===== src/rtl/restoring_div8_pkg.sv =====
// Shared constants and FSM state type for the restoring divider.
package div_pkg;

  localparam int unsigned Width = 8;
  localparam int unsigned CntW  = 3;

  typedef enum logic [1:0] {
    StIdle,
    StRun,
    StDone
  } state_e;

endpackage


===== src/rtl/restoring_div8_if.sv =====
// Operand/result handshake bundle for restoring_div8.
interface restoring_div8_if #(
  parameter int unsigned WIDTH = 8
);

  logic             in_valid;
  logic             in_ready;
  logic [WIDTH-1:0] dividend;
  logic [WIDTH-1:0] divisor;
  logic             out_valid;
  logic             out_ready;
  logic [WIDTH-1:0] quotient;
  logic [WIDTH-1:0] remainder;
  logic             dbz;

  modport master (
    output in_valid, dividend, divisor, out_ready,
    input  in_ready, out_valid, quotient, remainder, dbz
  );

  modport slave (
    input  in_valid, dividend, divisor, out_ready,
    output in_ready, out_valid, quotient, remainder, dbz
  );

endinterface


===== src/rtl/restoring_div8_div_step.sv =====
// One restoring-division step: shift {rem,q}, trial subtract via carry-select adder, restore on
// borrow.
module div_step
  import div_pkg::*;
#(
  parameter int unsigned WIDTH = Width
) (
  input  logic [WIDTH-1:0] i_rem,
  input  logic [WIDTH-1:0] i_q,
  input  logic [WIDTH-1:0] i_divisor,
  output logic [WIDTH-1:0] o_rem,
  output logic [WIDTH-1:0] o_q
);

  localparam int unsigned N      = WIDTH + 1;
  localparam int unsigned Blk    = 4;
  localparam int unsigned NumBlk = (N + Blk - 1) / Blk;

  logic [N-1:0]    w_a;
  logic [N-1:0]    w_b;
  logic [N-1:0]    w_sum;
  logic [NumBlk:0] w_blk_c;
  logic            w_c0;
  logic            w_c1;
  logic            w_s0;
  logic            w_s1;
  logic            w_no_borrow;
  logic            w_unused;

  assign w_a = {i_rem, i_q[WIDTH-1]};
  assign w_b = ~{1'b0, i_divisor};

  // Each block ripples both carry-in hypotheses; the incoming block carry picks one.
  always_comb begin
    w_sum      = '0;
    w_blk_c    = '0;
    w_blk_c[0] = 1'b1;
    w_c0       = 1'b0;
    w_c1       = 1'b1;
    w_s0       = 1'b0;
    w_s1       = 1'b0;
    for (int i = 0; i < N; i++) begin
      if (i % Blk == 0) begin
        w_c0 = 1'b0;
        w_c1 = 1'b1;
      end
      w_s0     = w_a[i] ^ w_b[i] ^ w_c0;
      w_s1     = w_a[i] ^ w_b[i] ^ w_c1;
      w_c0     = (w_a[i] & w_b[i]) | (w_c0 & (w_a[i] ^ w_b[i]));
      w_c1     = (w_a[i] & w_b[i]) | (w_c1 & (w_a[i] ^ w_b[i]));
      w_sum[i] = w_blk_c[i / Blk] ? w_s1 : w_s0;
      if ((i % Blk == Blk - 1) || (i == N - 1)) begin
        w_blk_c[i / Blk + 1] = w_blk_c[i / Blk] ? w_c1 : w_c0;
      end
    end
  end

  assign w_no_borrow = w_blk_c[NumBlk];
  assign w_unused    = w_sum[WIDTH];

  assign o_rem = w_no_borrow ? w_sum[WIDTH-1:0] : w_a[WIDTH-1:0];
  assign o_q   = {i_q[WIDTH-2:0], w_no_borrow};

endmodule


===== src/rtl/restoring_div8.sv =====
// Sequential restoring divider, one quotient bit per cycle, valid/ready on both sides.
// Define DIV_BY_ZERO_CHK_EN to short-circuit a zero divisor and raise dbz.
module restoring_div8
  import div_pkg::*;
#(
  parameter int unsigned WIDTH = Width
) (
  input logic              clk,
  input logic              rst_n,
  restoring_div8_if.slave  bus
);

  state_e           r_state;
  state_e           w_state_nxt;
  logic [WIDTH-1:0] r_rem;
  logic [WIDTH-1:0] w_rem_nxt;
  logic [WIDTH-1:0] r_q;
  logic [WIDTH-1:0] w_q_nxt;
  logic [WIDTH-1:0] r_dvs;
  logic [WIDTH-1:0] w_dvs_nxt;
  logic [CntW-1:0]  r_cnt;
  logic [CntW-1:0]  w_cnt_nxt;
  logic             r_dbz;
  logic             w_dbz_nxt;
  logic             w_in_ready;
  logic             w_out_valid;
  logic [WIDTH-1:0] w_step_rem;
  logic [WIDTH-1:0] w_step_q;

  div_step #(
    .WIDTH (WIDTH)
  ) u_step (
    .i_rem     (r_rem),
    .i_q       (r_q),
    .i_divisor (r_dvs),
    .o_rem     (w_step_rem),
    .o_q       (w_step_q)
  );

  always_ff @(posedge clk or negedge rst_n) begin
    if (!rst_n) begin
      r_state <= StIdle;
    end else begin
      r_state <= w_state_nxt;
    end
  end

  always_ff @(posedge clk or negedge rst_n) begin
    if (!rst_n) begin
      r_rem <= '0;
      r_q   <= '0;
      r_dvs <= '0;
      r_cnt <= '0;
      r_dbz <= 1'b0;
    end else begin
      r_rem <= w_rem_nxt;
      r_q   <= w_q_nxt;
      r_dvs <= w_dvs_nxt;
      r_cnt <= w_cnt_nxt;
      r_dbz <= w_dbz_nxt;
    end
  end

  always_comb begin
    w_state_nxt = r_state;
    w_rem_nxt   = r_rem;
    w_q_nxt     = r_q;
    w_dvs_nxt   = r_dvs;
    w_cnt_nxt   = r_cnt;
    w_dbz_nxt   = r_dbz;
    w_in_ready  = 1'b0;
    w_out_valid = 1'b0;
    unique case (r_state)
      StIdle: begin
        w_in_ready = 1'b1;
        if (bus.in_valid) begin
          w_dvs_nxt   = bus.divisor;
          w_rem_nxt   = '0;
          w_q_nxt     = bus.dividend;
          w_cnt_nxt   = '0;
          w_dbz_nxt   = 1'b0;
          w_state_nxt = StRun;
`ifdef DIV_BY_ZERO_CHK_EN
          // Result is known up front; RUN is passed through for a single cycle.
          if (bus.divisor == '0) begin
            w_rem_nxt = bus.dividend;
            w_q_nxt   = '1;
            w_dbz_nxt = 1'b1;
          end
`endif
        end
      end
      StRun: begin
        w_rem_nxt = w_step_rem;
        w_q_nxt   = w_step_q;
        w_cnt_nxt = r_cnt + CntW'(1);
        if (r_cnt == CntW'(WIDTH - 1)) begin
          w_state_nxt = StDone;
        end
`ifdef DIV_BY_ZERO_CHK_EN
        if (r_dbz) begin
          w_rem_nxt   = r_rem;
          w_q_nxt     = r_q;
          w_cnt_nxt   = '0;
          w_state_nxt = StDone;
        end
`endif
      end
      StDone: begin
        w_out_valid = 1'b1;
        if (bus.out_ready) begin
          w_state_nxt = StIdle;
        end
      end
      default: begin
        w_state_nxt = StIdle;
      end
    endcase
  end

  assign bus.in_ready  = w_in_ready;
  assign bus.out_valid = w_out_valid;
  assign bus.quotient  = r_q;
  assign bus.remainder = r_rem;
  assign bus.dbz       = r_dbz;

endmodule


===== src/flat_wrapper.sv =====
// flat-port wrapper written by rule: the top's interface ports become plain ports
module restoring_div8_flat import div_pkg::*;
#(
  parameter int unsigned WIDTH = Width
)
  (clk, rst_n, bus_in_valid, bus_dividend, bus_divisor, bus_out_ready, bus_in_ready, bus_out_valid, bus_quotient, bus_remainder, bus_dbz);
  restoring_div8_if #(.WIDTH(WIDTH)) bus_i ();
  input logic clk;
  input logic rst_n;
  input wire logic [$bits(bus_i.in_valid)-1:0] bus_in_valid;
  input wire logic [$bits(bus_i.dividend)-1:0] bus_dividend;
  input wire logic [$bits(bus_i.divisor)-1:0] bus_divisor;
  input wire logic [$bits(bus_i.out_ready)-1:0] bus_out_ready;
  output wire logic [$bits(bus_i.in_ready)-1:0] bus_in_ready;
  output wire logic [$bits(bus_i.out_valid)-1:0] bus_out_valid;
  output wire logic [$bits(bus_i.quotient)-1:0] bus_quotient;
  output wire logic [$bits(bus_i.remainder)-1:0] bus_remainder;
  output wire logic [$bits(bus_i.dbz)-1:0] bus_dbz;
  assign bus_i.in_valid = bus_in_valid;
  assign bus_i.dividend = bus_dividend;
  assign bus_i.divisor = bus_divisor;
  assign bus_i.out_ready = bus_out_ready;
  assign bus_in_ready = bus_i.in_ready;
  assign bus_out_valid = bus_i.out_valid;
  assign bus_quotient = bus_i.quotient;
  assign bus_remainder = bus_i.remainder;
  assign bus_dbz = bus_i.dbz;
  restoring_div8 #(.WIDTH(WIDTH)) u_core (.clk(clk), .rst_n(rst_n), .bus(bus_i));
endmodule

===== config.mk =====
export PLATFORM = sky130hd
export DESIGN_NAME = restoring_div8_flat
export DESIGN_NICKNAME = d
export VERILOG_FILES = /design/src/rtl/restoring_div8_pkg.sv /design/src/rtl/restoring_div8_if.sv /design/src/rtl/restoring_div8_div_step.sv /design/src/rtl/restoring_div8.sv /design/src/flat_wrapper.sv
export SDC_FILE = /design/constraint.sdc
export NUM_CORES = 1
export LEC_CHECK = 0
export BUFFER_PORTS_ARGS = -buffer_cell sky130_fd_sc_hd__buf_2
export CORE_MARGIN = 2
export CORE_UTILIZATION = 53
export CTS_CLUSTER_DIAMETER = 200
export DETAILED_ROUTE_END_ITERATION = 10
export GPL_TIMING_DRIVEN = 0
export HOLD_SLACK_MARGIN = 0.03
export PLACE_DENSITY = 0.88
export SYNTH_ARGS = -nofsm -noshare
export SYNTH_HDL_FRONTEND = slang
export SYNTH_HIERARCHICAL = 1
export SYNTH_SLANG_ARGS = --single-unit

===== constraint.sdc =====
create_clock -name clk -period 4.2 [get_ports clk]
set_clock_uncertainty 0.1 [all_clocks]
set_input_delay 0 -clock clk [delete_from_list [all_inputs] [get_ports clk]]
set_output_delay 0 -clock clk [all_outputs]
set_load 0.02 [all_outputs]

==> results of run 1 <==
[timing repair]
action | CTS | global route
resized for setup | 0 | 1
setup buffers | 0 | 1
endpoints found under the hold margin | 46 | 0
setup endpoints to repair | 0 | 4
hold buffers | 19 | 0
[power by group through the flow]
stage               clock network [mW]  registers (mW)  logic, mW
CTS                              0.199           0.549       1.12
finish                           0.196           0.551       1.15
floorplan                            0           0.615      0.780
global placement                     0           0.542       1.05
global route                     0.210           0.569       1.25
detailed placement                   0           0.555       1.10
[final timing paths]
path | startpoint | endpoint | slack (ns) | cells past startpoint
max in group asynchronous | rst_n | u_core/r_dvs[5] | 3.47 | 2
min in group asynchronous | rst_n | u_core/r_cnt[2] | 0.11 | 2
worst min-delay path | bus_in_valid | u_core/r_dvs[6] | 0.10 | 3
worst max-delay path | u_core/bus.quotient[7] | u_core/bus.remainder[3] | 0.16 | 16
worst min register to register | u_core/r_cnt[0] | u_core/r_cnt[0] | 0.41 | 1
worst max register to register | u_core/bus.quotient[7] | u_core/bus.remainder[3] | 0.16 | 16
[synth_stat cells (3+ instances only)]
| cell | number | area, µm² |
|---|---|---|
| ha_1 | 5 | 62.56 |
| a22o_1 | 11 | 96.34 |
| mux2_2 | 8 | 90.09 |
| a211oi_1 | 4 | 30.03 |
| nor3_1 | 5 | 25.02 |
| o221a_2 | 4 | 45.04 |
| a21oi_1 | 6 | 30.03 |
| or4b_1 | 4 | 40.04 |
| buf_4 | 11 | 82.58 |
| fa_1 | 6 | 120.1 |
| inv_1 | 18 | 67.56 |
| nor3b_1 | 4 | 30.03 |
| mux2_4 | 3 | 45.04 |
| nor4b_1 | 4 | 35.03 |
| dfrtp_1 | 29 | 725.7 |
[cells by family (layout without fill, tap and decap cells)]
family          count (synthesis)  count (layout)
fa+ha+maj                      11              11
mux                            13              13
flops                          29              29
xor+xnor                        1               1
simple gates                   25              25
other cells                     1               1
compound gates                 27              27
buf+inv                        35             100
[per-layer routing]
layer	track usage, %	vias to the layer above	share of wire, %
met1	27.62	655	39
met2	39.60	41	52
met3	8.658	16	4.7
li1	-	617	-
met4	14.29	0	4.2
met5	0	-	0
[worst register-to-register path, cell delays in order, from the launching register on]
cell and delay [ns]:
dfrtp_1 0.43, inv_1 0.06, ha_1 0.20, fa_1 0.38, fa_1 0.38, inv_1 0.08, fa_1 0.23, mux2i_1 0.11
fa_1 0.37, inv_1 0.08, fa_1 0.16, inv_1 0.05, fa_2 0.38, or2_1 0.26, buf_6 0.15, mux2_4 0.30
a22o_1 0.22
[layout make-up]
type | instances | share of cell area [%]
Tap cell | 44 | 2.516
Clock buffer | 7 | 2.973
Timing Repair Buffer | 57 | 17.50
Clock inverter | 1 | 0.2287
Buffer | 17 | 5.603
Sequential cell | 29 | 33.16
Multi-Input combinational cell | 78 | 34.93
Inverter | 18 | 3.087
[registers in the layout (all words and copies together), names as in the netlist]
name,cells
u_core/bus.quotient,8
u_core/bus.remainder,8
u_core/r_cnt,3
u_core/r_dvs,8
u_core/r_state,2
==> flow_metrics.env, run 1 <==
export IMPL_die_h_um=60.27
export IMPL_cp_num_buf_inv=5
export IMPL_layout_common_cells="39 x buf_2, 29 x dfrtp_1, 19 x dlygate4sd3_1"
export IMPL_worst_pin_slew_ns=0.6398
export IMPL_pin_count=39
export IMPL_fin_crit_ns=4.042
export IMPL_antenna_cells=0
export IMPL_layout_commonest_cell="buf_2"
export IMPL_syn2layout_area_growth_pct=30.43
export IMPL_drtIter0Drc=52
export IMPL_maxSlewViolCount=0
export IMPL_core_region_area_um2=3028
export IMPL_ys_seq_area_share_pct=43.25
export IMPL_switching_share_pct=40.95
export IMPL_synth_edf_count=0
export IMPL_seqPwrFrac_pct=29.0
export IMPL_regArea_um2=725.7
export IMPL_grt_pass1_vias=1331
export IMPL_path_max_fanout=9
export IMPL_post_route_util_pct=72.27
export IMPL_io_buffers=37
export IMPL_synth_top_family_by_area="compound AO/OA/AOI/OAI gates"
export IMPL_start_util_pct=55.41
export IMPL_cts_max_level=2
export IMPL_end_kind="register"
export IMPL_ys_ff_latch=29
export IMPL_grt_use_total_pct=24.44
export IMPL_rsz0062_at_grt="false"
export IMPL_ys_warn_count=6
export IMPL_final_setup_tns_ns=0
export IMPL_hold_path_class="in2reg"
export IMPL_cp_arrival_ns=4.17
export IMPL_synth_compound_area_share_pct=13.05
export IMPL_place_inst=223
export IMPL_p_int_mw=1.122
export IMPL_wl_per_cell_um=15.43
export IMPL_drt_wl_total_mm=3.874
export IMPL_power_total_mw=1.901
export IMPL_synthSimpleGateAreaFrac_pct=11.48
export IMPL_path_cells="inv_1 -> ha_1 -> fa_1 -> fa_1 -> inv_1 -> fa_1 -> mux2i_1 -> fa_1 -> inv_1 -> fa_1 -> inv_1 -> fa_2 -> or2_1 -> buf_6 -> mux2_4 -> a22o_1"
export IMPL_synthCells=142
export IMPL_crit_top_cell="fa_1"
export IMPL_via_count=1329
export IMPL_yosysUniqueCellTypes=30
export IMPL_timing_slew_headroom_pct=57.35
export IMPL_drive_gt1_share_pct=38.16
export IMPL_fin_ws_ns=0.1583
export IMPL_post_place_ws_ns=0.1205
export IMPL_slowest_delay_ns=0.43
export IMPL_cts_inserted_buffers=5
export IMPL_crit_type="reg2reg"
export IMPL_muxShareOfSynthArea_pct=9.247
export IMPL_ctsRootBufferMaster="clkbuf_4"
export IMPL_worst_skew_pair_late_latency_ns=0.34
export IMPL_p_switching_mw=0.7782
export IMPL_critPathTopFamily="adder cells"
export IMPL_required_ns=4.33
export IMPL_die_w_um=60.27
export IMPL_drt_first_pass_iters=4
export IMPL_fp_row_count=20
export IMPL_synth_area_per_cell_um2=11.82
export IMPL_grt_max_degree=30
export IMPL_synth_area_um2=1678
export IMPL_multi_input_area_um2=764.5
export IMPL_synthAdderAreaFrac_pct=10.89
export IMPL_placed_area_um2=1918
export IMPL_setup_viol=0
export IMPL_cts_tree="built"
export IMPL_power_leakage_nw=1.058
export IMPL_nets=237
export IMPL_dp_hpwl_mm=2.465
export IMPL_cts_sinks=29
export IMPL_post_route_period_util_pct=96.23
export IMPL_antenna_found_initial=0
export IMPL_clock_power_share_pct=10.3
export IMPL_syn_nets=173
export IMPL_die_area_um2=3632
export IMPL_gp_congestion=0.7650
export IMPL_grt_overflow_total=0
export IMPL_max_freq_mhz=247.4
export IMPL_p_per_area_nw_per_um2=868.5
export IMPL_status="completed"
export IMPL_cpMaxStageDelayCell="dfrtp_1"
export IMPL_async_reset_ff_share_pct=100.0
export IMPL_pwr_share_comb_pct=60.7
export IMPL_fillers=186
export IMPL_holdWs_ns=0.1027
export IMPL_remaining_drc_errors=0
export IMPL_clockBufferDepth=2
export IMPL_irDropWorstVdd_uv=388.9
export IMPL_synth_ff_type="dfrtp_1"
export IMPL_vias_per_cell=5.295
export IMPL_grt_pass1_wl_mm=6.210
export IMPL_maxCapViolCount=0
export IMPL_finalHoldViolations=0
export IMPL_clk_pin_slew_ns=0.10
export IMPL_worstSetupStartpointType="register"
export IMPL_synth_xor_area_share_pct=0.5220
export IMPL_final_cell_area_um2=2188
export IMPL_ant_nets=0
export IMPL_fin_cells=251
Power figures use the tool's default switching activity.
==> run 2: changes to the inputs <==
- REMOVE_ABC_BUFFERS: unset -> 1
==> run 2 against run 1 <==
Critical path depth shrank 1. Register-to-register slack is essentially flat. Worst setup slack lost 0.0030 ns. Clock power shrank 13%. Clock-buffer cell count is the same. Global-route usage shrank 2.7 points. Wire length shrank 5.7%. First-iteration DRC count grew 13%. Die area is the same. Cell count shrank 7.6%. Via count shrank 6.6%. Critical path type unchanged. Highest routed layer unchanged.
==> flow_metrics.env, run 2 (same netlist as run 1, synthesis figures left out) <==
export IMPL_cts_setup_buffers=0
export IMPL_grt_pass1_vias=1195
export IMPL_path_max_fanout=9
export IMPL_cts_sinks=29
export IMPL_via_count=1241
export IMPL_cts_inserted_buffers=5
export IMPL_final_setup_tns_ns=0
export IMPL_cts_max_level=2
export IMPL_drtIter0Drc=59
export IMPL_rrSetupSlack_ns=0.16
export IMPL_rsz0062_at_grt="false"
export IMPL_die_w_um=60.27
export IMPL_irDropWorstVdd_uv=338.9
export IMPL_dp_hpwl_mm=2.321
export IMPL_required_ns=4.32
export IMPL_layout_common_cells="37 x buf_2, 29 x dfrtp_1, 19 x dlygate4sd3_1"
export IMPL_maxSlewViolCount=0
export IMPL_p_int_mw=1.028
export IMPL_clock_power_share_pct=9.6
export IMPL_die_h_um=60.27
export IMPL_max_freq_mhz=247.2
export IMPL_power_leakage_nw=0.9718
export IMPL_core_region_area_um2=3028
export IMPL_pin_count=39
export IMPL_grt_overflow_total=0
export IMPL_switching_share_pct=42.32
export IMPL_post_route_period_util_pct=96.30
export IMPL_end_kind="register"
export IMPL_p_switching_mw=0.7544
export IMPL_fillers=206
export IMPL_crit_type="reg2reg"
export IMPL_gp_congestion=0.7587
export IMPL_worstSetupStartpointType="register"
export IMPL_antenna_cells=0
export IMPL_grt_pass1_wl_mm=5.623
export IMPL_status="completed"
export IMPL_fin_crit_ns=4.045
export IMPL_worst_skew_pair_late_latency_ns=0.32
export IMPL_pwr_share_comb_pct=58.1
export IMPL_antenna_found_initial=0
export IMPL_nets=219
export IMPL_grt_max_degree=30
export IMPL_multi_input_area_um2=764.5
export IMPL_layout_commonest_cell="buf_2"
export IMPL_io_buffers=37
export IMPL_clockBufferDepth=2
export IMPL_drt_first_pass_iters=4
export IMPL_setup_viol=0
export IMPL_ctsRootBufferMaster="clkbuf_4"
export IMPL_holdWs_ns=0.1266
export IMPL_clk_pin_slew_ns=0.09
export IMPL_grt_use_total_pct=21.78
export IMPL_drt_wl_total_mm=3.655
export IMPL_start_util_pct=55.41
export IMPL_syn2layout_area_growth_pct=21.77
export IMPL_drive_gt1_share_pct=32.45
export IMPL_vias_per_cell=5.349
export IMPL_fp_row_count=20
export IMPL_p_per_area_nw_per_um2=872.5
export IMPL_seqPwrFrac_pct=32.3
export IMPL_ant_nets=0
export IMPL_wl_per_cell_um=15.75
export IMPL_finalHoldViolations=0
export IMPL_maxCapViolCount=0
export IMPL_timing_slew_headroom_pct=29.14
export IMPL_regArea_um2=725.7
export IMPL_hold_path_class="in2async"
export IMPL_cts_tree="built"
export IMPL_cp_arrival_ns=4.16
export IMPL_worst_pin_slew_ns=1.061
export IMPL_die_area_um2=3632
export IMPL_remaining_drc_errors=0
[run 2: cell types whose count changed in the layout (fill, tap and decap cells not counted), sizes merged]
cell,before,now
clkbuf,9,7
clkinv,1,0
buf,53,37
[run 2: metrics by stage]
step	area, µm²	std cells	setup WS, ns	utilization, %	power, mW
2_1_floorplan	1555	125	0.2460	-	1.295
3_3_place_gp	1795	206	0.1220	59.30	1.490
3_5_place_dp	1795	206	0.05367	59.30	1.572
4_1_cts	2041	232	0.04558	67.40	1.764
5_1_grt	2043	232	0.007322	67.48	1.902
6_report	2043	232	0.1552	67.48	1.783
[run 2: critical path, cell delays in order (launching register included)]
cell and delay (ns):
dfrtp_1 0.41, inv_1 0.06, ha_1 0.20, fa_1 0.38, fa_1 0.36, inv_1 0.07
fa_1 0.22, mux2i_1 0.11, fa_1 0.36, inv_1 0.07, fa_1 0.17, inv_1 0.05
fa_1 0.48, or2_4 0.36, mux2_4 0.32, a22o_1 0.21
[run 2: routing by layer]
layer | wire [µm] | track usage [%] | up-vias
met5 | 0 | 0 | -
met4 | 107 | 11.11 | 0
met3 | 157 | 4.113 | 9
met2 | 1859 | 34.78 | 38
met1 | 1530 | 28.04 | 615
li1 | - | - | 579
[run 2: final timing paths]
kind	from	depth (start not counted)	endpoint
worst max-delay path	u_core/bus.quotient[7]	15	u_core/bus.remainder[5]
worst min-delay path	rst_n	2	u_core/bus.quotient[2]
worst max register to register	u_core/bus.quotient[7]	15	u_core/bus.remainder[5]
worst min register to register	u_core/r_cnt[0]	1	u_core/r_cnt[0]
max in group asynchronous	rst_n	2	u_core/bus.remainder[1]
min in group clk	bus_divisor[7]	3	u_core/r_dvs[7]
[run 2: final cells by class]
cell class	instances	area share, %
multi-input cells	78	37.42
flip-flops and latches	29	35.52
repair buffers	56	18.37
inverters	18	3.307
clock buffers	7	2.694
well taps	44	2.694
[run 2: timing repair]
item | 4_1_cts | 5_1_grt
hold buffers | 19 | 0
endpoints found under the setup margin | 0 | 3
endpoints found under the hold margin | 47 | 0
resized for setup | 0 | 1
[run 2: power groups by stage]
| stage | clock network (mW) | logic (mW) | registers (mW) |
|---|---|---|---|
| CTS | 0.175 | 1.02 | 0.572 |
| finish | 0.171 | 1.04 | 0.575 |
| floorplan | 0 | 0.661 | 0.635 |
| global placement | 0 | 0.927 | 0.563 |
| global route | 0.183 | 1.12 | 0.598 |
| detailed placement | 0 | 0.994 | 0.578 |
==> run 3: changes to the inputs <==
- CORE_ASPECT_RATIO: unset -> 0.9
- CORE_MARGIN: 2 -> 5
==> run 3 against run 2 <==
Clock-buffer cell count did not move. Register-to-register slack barely moved. Highest routed layer unchanged. Sequential share of layout area fell by 0.39 points. Largest power group unchanged. Core utilization rose by 0.41 points. Design area rose by 1.1%. Largest cell class unchanged.
==> flow_metrics.env, run 3 (same netlist as run 1, synthesis figures left out) <==
export IMPL_status="completed"
export IMPL_cp_arrival_ns=4.17
export IMPL_syn2layout_area_growth_pct=23.12
export IMPL_fp_row_count=19
export IMPL_critPathTopFamily="adder cells"
export IMPL_clockBufferDepth=2
export IMPL_placed_area_um2=1793
export IMPL_core_region_area_um2=3043
export IMPL_maxCapViolCount=0
export IMPL_antenna_cells=0
export IMPL_fin_ws_ns=0.1498
export IMPL_holdWs_ns=0.1273
export IMPL_antenna_found_initial=0
export IMPL_p_per_area_nw_per_um2=881.0
export IMPL_drtIter0Drc=59
export IMPL_worst_skew_pair_late_latency_ns=0.33
export IMPL_start_util_pct=55.14
export IMPL_wl_per_cell_um=15.93
export IMPL_fin_crit_ns=4.050
export IMPL_cp_num_buf_inv=4
export IMPL_max_freq_mhz=246.9
export IMPL_grt_use_total_pct=17.62
export IMPL_pin_count=39
export IMPL_path_cells="inv_1 -> ha_1 -> fa_1 -> fa_1 -> inv_1 -> fa_1 -> mux2i_1 -> fa_1 -> inv_1 -> fa_1 -> inv_1 -> fa_2 -> or2_4 -> mux2_4 -> a22o_1"
export IMPL_final_setup_tns_ns=0
export IMPL_die_area_um2=4393
export IMPL_cts_inserted_buffers=5
export IMPL_grt_overflow_total=0
export IMPL_power_leakage_nw=0.9852
export IMPL_end_kind="register"
export IMPL_io_buffers=37
export IMPL_hold_path_class="in2async"
export IMPL_worstSetupStartpointType="register"
export IMPL_timing_slew_headroom_pct=27.48
export IMPL_nets=220
export IMPL_cpMaxStageDelayCell="dfrtp_1"
export IMPL_crit_top_cell="fa_1"
export IMPL_cts_max_level=2
export IMPL_vias_per_cell=5.392
export IMPL_die_h_um=63.38
export IMPL_gp_congestion=0.8190
export IMPL_ctsRootBufferMaster="clkbuf_4"
export IMPL_post_place_ws_ns=0.03481
export IMPL_cts_sinks=29
export IMPL_crit_type="reg2reg"
export IMPL_rsz0062_at_grt="false"
export IMPL_via_count=1251
export IMPL_slowest_delay_ns=0.44
export IMPL_post_route_util_pct=67.89
export IMPL_path_max_fanout=9
export IMPL_drt_first_pass_iters=4
export IMPL_drt_wl_total_mm=3.696
export IMPL_final_cell_area_um2=2066
export IMPL_required_ns=4.32
export IMPL_setup_viol=0
export IMPL_maxSlewViolCount=0
export IMPL_post_route_period_util_pct=96.43
export IMPL_grt_pass1_vias=1248
export IMPL_grt_pass1_wl_mm=6.154
export IMPL_layout_common_cells="37 x buf_2, 29 x dfrtp_1, 19 x dlygate4sd3_1"
export IMPL_worst_pin_slew_ns=1.086
export IMPL_irDropWorstVdd_uv=519.1
export IMPL_layout_commonest_cell="buf_2"
export IMPL_clk_pin_slew_ns=0.10
export IMPL_die_w_um=69.31
export IMPL_drive_gt1_share_pct=34.21
export IMPL_remaining_drc_errors=0
export IMPL_finalHoldViolations=0
export IMPL_grt_max_degree=30
export IMPL_cts_tree="built"
export IMPL_ant_nets=0
export IMPL_dp_hpwl_mm=2.523
run 3: per-layer routing:
metal,vias to the layer above,global-route usage (%),share of wire (%)
li1,586,-,-
met1,632,21.53,41
met2,31,31.79,54
met3,2,3.975,4.0
met4,0,3.659,0.54
met5,-,0,0
run 3: final timing paths:
| path | start | endpoint | slack, ns | cells past startpoint |
|---|---|---|---|---|
| worst max-delay path | u_core/bus.quotient[7] | u_core/bus.remainder[3] | 0.15 | 15 |
| worst min-delay path | rst_n | u_core/bus.remainder[7] | 0.13 | 2 |
| worst max register to register | u_core/bus.quotient[7] | u_core/bus.remainder[3] | 0.15 | 15 |
| worst min register to register | u_core/r_dvs[3] | u_core/r_dvs[3] | 0.42 | 1 |
| max in group asynchronous | rst_n | u_core/r_dvs[3] | 3.45 | 2 |
| min in group clk | bus_divisor[0] | u_core/r_dvs[0] | 0.34 | 3 |
run 3: final cells by class:
type	count	area (µm²)
fill	230	977.2
multi-input combinational	78	767.0
sequential	29	725.7
timing repair buffer	57	382.9
inverter	18	67.56
clock buffer	7	65.06
tap	42	52.55
clock inverter	1	5.005
run 3: timing repair:
item,CTS,global route
setup endpoints to repair,0,4
endpoints found under the hold margin,47,0
buffers inserted,0,1
resized for setup,0,2
hold buffers,19,0
run 3: power breakdown:
part | switching [mW] | internal (mW) | total [mW]
Clock | 0.0957 | 0.0969 | 0.193
Sequential | 0.158 | 0.422 | 0.581
Combinational | 0.518 | 0.529 | 1.05
Total | 0.772 | 1.05 | 1.82
run 3: metrics by stage:
stage          power (mW)  instances
6_report            1.820        232
3_3_place_gp        1.480        204
4_1_cts             1.785        231
2_1_floorplan       1.295        125
5_1_grt             1.941        232
3_5_place_dp        1.570        204
